==> src/rtl/regfile_sb.sv <==
// Multi-port register file with bypassed reads, two write-back ports and a busy scoreboard.
// Register 0 always reads zero and is never marked busy.
module regfile_sb #(
    parameter int unsigned WIDTH   = 32,
    parameter int unsigned DEPTH_B = 5,
    parameter int unsigned DEPTH   = 32,
    parameter int unsigned NRD     = 2
) (
    input  logic                   clk,
    input  logic                   rstn,
    input  logic [NRD*DEPTH_B-1:0] rf_ra,
    output logic [NRD*WIDTH-1:0]   rf_rd,
    output logic [NRD-1:0]         rf_busy,
    input  logic                   rf_we0,
    input  logic                   rf_we1,
    input  logic [DEPTH_B-1:0]     rf_wa0,
    input  logic [DEPTH_B-1:0]     rf_wa1,
    input  logic [WIDTH-1:0]       rf_wd0,
    input  logic [WIDTH-1:0]       rf_wd1,
    input  logic                   iss_valid,
    input  logic [DEPTH_B-1:0]     iss_wa,
    output logic [DEPTH_B:0]       busy_cnt,
    input  logic [DEPTH_B-1:0]     debug_reg_ra,
    output logic [WIDTH-1:0]       debug_reg_rd
);

    localparam logic [DEPTH_B:0] CntOne = (DEPTH_B + 1)'(1);

    logic [WIDTH-1:0] reg_file [DEPTH];
    logic [DEPTH-1:0] busy;
    logic [DEPTH-1:0] set_vec;
    logic [DEPTH-1:0] clr_vec;
    logic [DEPTH-1:0] busy_next;
    logic [DEPTH_B:0] cnt_next;

    logic wr0_ok;
    logic wr1_ok;

    assign wr0_ok = rf_we0 && (rf_wa0 != '0) && (32'(rf_wa0) < DEPTH);
    assign wr1_ok = rf_we1 && (rf_wa1 != '0) && (32'(rf_wa1) < DEPTH);

    // Port 1 is written last so it wins an address collision.
    always_ff @(posedge clk or negedge rstn) begin
        if (!rstn) begin
            for (int a = 0; a < DEPTH; a++) begin
                reg_file[a] <= '0;
            end
        end else begin
            if (wr0_ok) reg_file[rf_wa0] <= rf_wd0;
            if (wr1_ok) reg_file[rf_wa1] <= rf_wd1;
        end
    end

    always_comb begin
        set_vec  = '0;
        clr_vec  = '0;
        cnt_next = busy_cnt;
        for (int a = 1; a < DEPTH; a++) begin
            set_vec[a] = iss_valid && (iss_wa == DEPTH_B'(a));
            clr_vec[a] = (rf_we0 && (rf_wa0 == DEPTH_B'(a))) ||
                         (rf_we1 && (rf_wa1 == DEPTH_B'(a)));
            // Counter tracks popcount(busy) by only counting real transitions.
            if (set_vec[a] && !busy[a]) begin
                cnt_next = cnt_next + CntOne;
            end else if (clr_vec[a] && !set_vec[a] && busy[a]) begin
                cnt_next = cnt_next - CntOne;
            end
        end
        busy_next = (busy & ~clr_vec) | set_vec;
    end

    always_ff @(posedge clk or negedge rstn) begin
        if (!rstn) begin
            busy     <= '0;
            busy_cnt <= '0;
        end else begin
            busy     <= busy_next;
            busy_cnt <= cnt_next;
        end
    end

    always_comb begin
        logic [DEPTH_B-1:0] ra;
        logic               hit0;
        logic               hit1;
        rf_rd   = '0;
        rf_busy = '0;
        for (int i = 0; i < NRD; i++) begin
            ra   = rf_ra[i*DEPTH_B +: DEPTH_B];
            hit0 = rf_we0 && (rf_wa0 == ra);
            hit1 = rf_we1 && (rf_wa1 == ra);
            if (ra == '0) begin
                rf_rd[i*WIDTH +: WIDTH] = '0;
            end else if (hit1) begin
                rf_rd[i*WIDTH +: WIDTH] = rf_wd1;
            end else if (hit0) begin
                rf_rd[i*WIDTH +: WIDTH] = rf_wd0;
            end else if (32'(ra) < DEPTH) begin
                rf_rd[i*WIDTH +: WIDTH] = reg_file[ra];
            end
            // A bypassed source is already satisfied, so no stall.
            if ((ra != '0) && (32'(ra) < DEPTH) && !hit0 && !hit1) begin
                rf_busy[i] = busy[ra];
            end
        end
    end

    always_comb begin
        debug_reg_rd = '0;
        if (32'(debug_reg_ra) < DEPTH) begin
            debug_reg_rd = reg_file[debug_reg_ra];
        end
    end

endmodule

==> config.mk <==
export PLATFORM = sky130hd
export DESIGN_NAME = regfile_sb
export DESIGN_NICKNAME = d
export VERILOG_FILES = /design/src/rtl/regfile_sb.sv
export SDC_FILE = /design/constraint.sdc
export NUM_CORES = 2
export LEC_CHECK = 0
export ABC_AREA = 0
export BUFFER_PORTS_ARGS = -buffer_cell sky130_fd_sc_hd__buf_2
export CAP_MARGIN = 10
export CORE_ASPECT_RATIO = 1.5
export CORE_MARGIN = 3
export CORE_UTILIZATION = 40
export DETAILED_ROUTE_END_ITERATION = 6
export PLACE_DENSITY = 0.57
export SLEW_MARGIN = 15
export SYNTH_ARGS = -nofsm -noshare
export SYNTH_HDL_FRONTEND = slang
export SYNTH_SLANG_ARGS = --single-unit
==> constraint.sdc <==
create_clock -name clk -period 40.7 [get_ports clk]
set_clock_uncertainty 0.15 [all_clocks]
set_input_delay 8.14 -clock clk [delete_from_list [all_inputs] [get_ports clk]]
set_output_delay 8.14 -clock clk [all_outputs]
set_load 0.05 [all_outputs]
==> results by group <==
Critical path
  • CP Launch Type: input port
  • CP arrival: about 40 ns
  • Max stage delay on crit path: 0.86 ns
  • Number of cells on the worst reg-to-reg path: 128
  • Crit path max-delay cell type: nor2b_1
  • Critical R2R Capture: busy_cnt[4]$_DFF_PN0_
  • CP Class: input port to register
  • Req. time, crit path: about 41 ns
  • Crit. End Element: register
  • End point of the critical path: busy_cnt[4]$_DFF_PN0_
  • R2r startpoint: busy_cnt[0]$_DFF_PN0_
  • R2r setup slk: approximately 10 ns
  • Crit path top cell by count: ha_1
  • Crit path launch: rf_wa1[0]
  • Max FO, Critical Path: 10

Clocking
  • CTS sink count: ~1100
  • Number of hold-repair buffers added at the cts stage: 0
  • Clk buf depth: 3
  • Cts bufs inserted: 115
  • CTS tree: done
  • Post-CTS Setup Bufs: 0
  • Clock latency on the worst-skew pair: around 0.79 ns
  • H-tree levels: 3
  • Root buffer cell: clkbuf_16
  • CTS clk-pin slew, worst paths: 0.06 ns

Power and ir drop
  • Max VDD drop: about 0.00054 V
  • Power per cell area: 87.1 nW/um^2
  • Leak: roughly 37 nW

Logic synthesis
  • Syn_area_per_cell: 10.3 sq um
  • Post-Syn Nets: 8179
  • Synth cell count leaders: 1061 x dfrtp_1, 1013 x nor2_1, 978 x mux4_2, 811 x nand2_1, 768 x clkbuf_1
  • Ys flop type: dfrtp_1
  • FF+latch count, synth: 1061
  • Mapped Area: 82600 sq um
  • Post-synth EDFFs: 0
  • Synth area leaders: dfrtp_1 32%, mux4_2 27%, mux2i_1 6.9%
  • Top cell type by total area after synthesis: dfrtp_1
  • Synth top area share: 32.1%
  • Count leader, synth: dfrtp_1
  • Sequential fraction of the synthesis area: 32.1%
  • Asr flop ratio synth: 100%
  • Ys Warns: 0
  • Yosys cell types: 100
  • Cells after synthesis: 8019

Route
  • Initial DRC count: ~12000
  • Number of vias per cell: just over 7
  • Residual DRC: 2
  • Vias after detailed routing: 75000
  • ANT nets after route: 0
  • Wirelength per Cell: 38.8 um
  • Drt first pass iters: 7
  • Total wire length: 402000 um

Timing
  • Min cycle time layout: 38.56 ns
  • Slew margin rel.: 10.2%
  • Hold slack: 0.267 ns
  • Setup ws final: 2.14 ns
  • Final Slew Violations: 0
  • Tcrit/Tclk final: between 90% and 100%
  • Fmax: 25.9 MHz
  • RSZ-0062 raised after global routing: no
  • Setup TNS: 0 ns
  • Final setup vio count: 0
  • Final hold vios: 0
  • Least-Margin Pin Slew: 1.34 ns

Floorplan
  • Die width: 377 um
  • Rows: 203
  • # IOs: 203
  • Die area: 212000 sq um
  • Initial Utilization: 40.4%
  • Die height: 563 um
  • Core ar.: between 200000 and 250000 sq um

Finish
  • Final design utilization: 43.7%
  • Share of cells above drive strength 1: 23.1%
  • Fillers: 19300
  • Area Growth Syn to Fin: 8.26%
  • # nets final: 7717

Global route
  • First-pass GRT wire length: ~560000 um
  • Total grt overflow: 0
  • GRT Util Overall: around 37%
  • Antenna violations before repair: 64
  • Largest net degree at the start of global routing: about 150
  • Vias in the first global route: 71100

Run status
  • Failing checks: DRC
  • Status: finished, violations left

Place
  • Input/output buffers: 202
  • GPL Wtd Cong: around 0.96
  • Post-DP HPWL: 237000 um
  • Pre-CTS WS: roughly 1.2 ns

Flow run
  • Maxcap violations: 0

Min path
  • Worst Hold Class: register to register
-- cells in the final DEF, fill, tap and decap left out, types with 25 or more instances in the layout --
cell type,Yosys,routed
clkbuf_16,0,115
a31oi_1,163,163
o21ai_0,379,379
mux2_2,40,40
xor2_1,61,61
nand2_1,811,770
and2_1,35,34
buf_4,4,172
nand3_1,87,81
inv_1,65,65
nand2_4,0,27
xnor2_1,112,112
a32oi_1,64,64
nor4_1,25,25
dfrtp_1,1061,1061
mux4_2,978,978
nor2_1,1013,974
buf_2,5,186
nor3_1,65,55
and3_1,32,30
a221oi_1,48,47
a211oi_1,76,76
ha_1,61,61
mux2i_1,570,570
nor2_4,1,31
diode_2,0,50
a21oi_1,630,629
a22oi_1,303,303
nand4_1,25,25
-- final cells by class --
class                      count  area, sq um  area share (%)
inverter                      68          255           0.285
clock inverter                54          606           0.677
antenna                       50          125           0.140
tap                         2665         3330            3.73
multi-input combinational   5935        52800            59.1
sequential                  1061        26600            29.7
clock buffer                 158         3230            3.61
timing repair buffer         376         2510            2.80
-- where the power goes --
part	internal (mW)	total [mW]	switching, mW
logic	2.13	5.04	2.91
registers	1.34	1.63	0.288
clock network	0.624	1.12	0.498
total	4.09	7.79	3.69
-- state kept, by name, indices dropped and copies added, names as in the netlist --
register  flops
busy         31
busy_cnt      6
reg_file   1024
-- per-layer routing --
metal  wire, um  up-vias  GRT usage, %
li1           -    29300             -
met1     134000    37500          44.4
met2     174000     6425          53.9
met3      58800     1654          14.8
met4      34800       44          28.3
met5        405        -         0.568
-- how the worst min path moves through the flow --
stage                                   startpoint                        to  cells after the start
final                     reg_file[1019]$_DFF_PN0_  reg_file[1019]$_DFF_PN0_                      0
after global routing      reg_file[1018]$_DFF_PN0_  reg_file[1018]$_DFF_PN0_                      0
after CTS                 reg_file[1019]$_DFF_PN0_  reg_file[1019]$_DFF_PN0_                      0
after detailed placement   reg_file[997]$_DFF_PN0_   reg_file[997]$_DFF_PN0_                      0
after global placement    reg_file[1008]$_DFF_PN0_  reg_file[1008]$_DFF_PN0_                      0
after floorplan           reg_file[1000]$_DFF_PN0_  reg_file[1000]$_DFF_PN0_                      1
-- repair_timing --
item / CTS / global route
gates resized for setup: 0 / 4
endpoints found under the hold margin: 0 / 0
setup endpoints to repair: 0 / 5
-- critical path: cells and delay by family --
kind | cells | cell delay [ns]
AO/OA/AOI/OAI | 52 | 12.15
adder cells (fa/ha/maj) | 30 | 10.32
AND/OR/NAND/NOR | 31 | 6.39
buffers and inverters | 11 | 1.28
multiplexers | 2 | 0.64
XOR/XNOR | 1 | 0.15
-- stage by stage --
step | area, sq um | power, mW | instances
after CTS | 89300 | 7.33 | 10300
final | 89400 | 7.79 | 10400
after floorplan | 82600 | 5.33 | 8019
after global placement | 85400 | 6.16 | 10100
after global routing | 89400 | 8.43 | 10300
after detailed placement | 85400 | 6.22 | 10100
-- cell families after synthesis --
kind of cell / count (synthesis) / synth area share (%)
AOI/OAI and AO/OA: 1837 / 13.7
and+or+nand+nor: 2236 / 11.4
xor gates and xnor gates: 211 / 2.88
DFF: 1061 / 32.1
muxes: 1590 / 34.2
adders and majority gates: 61 / 0.924
buffers and inverters: 1023 / 4.73
Power figures use the tool's default switching activity.
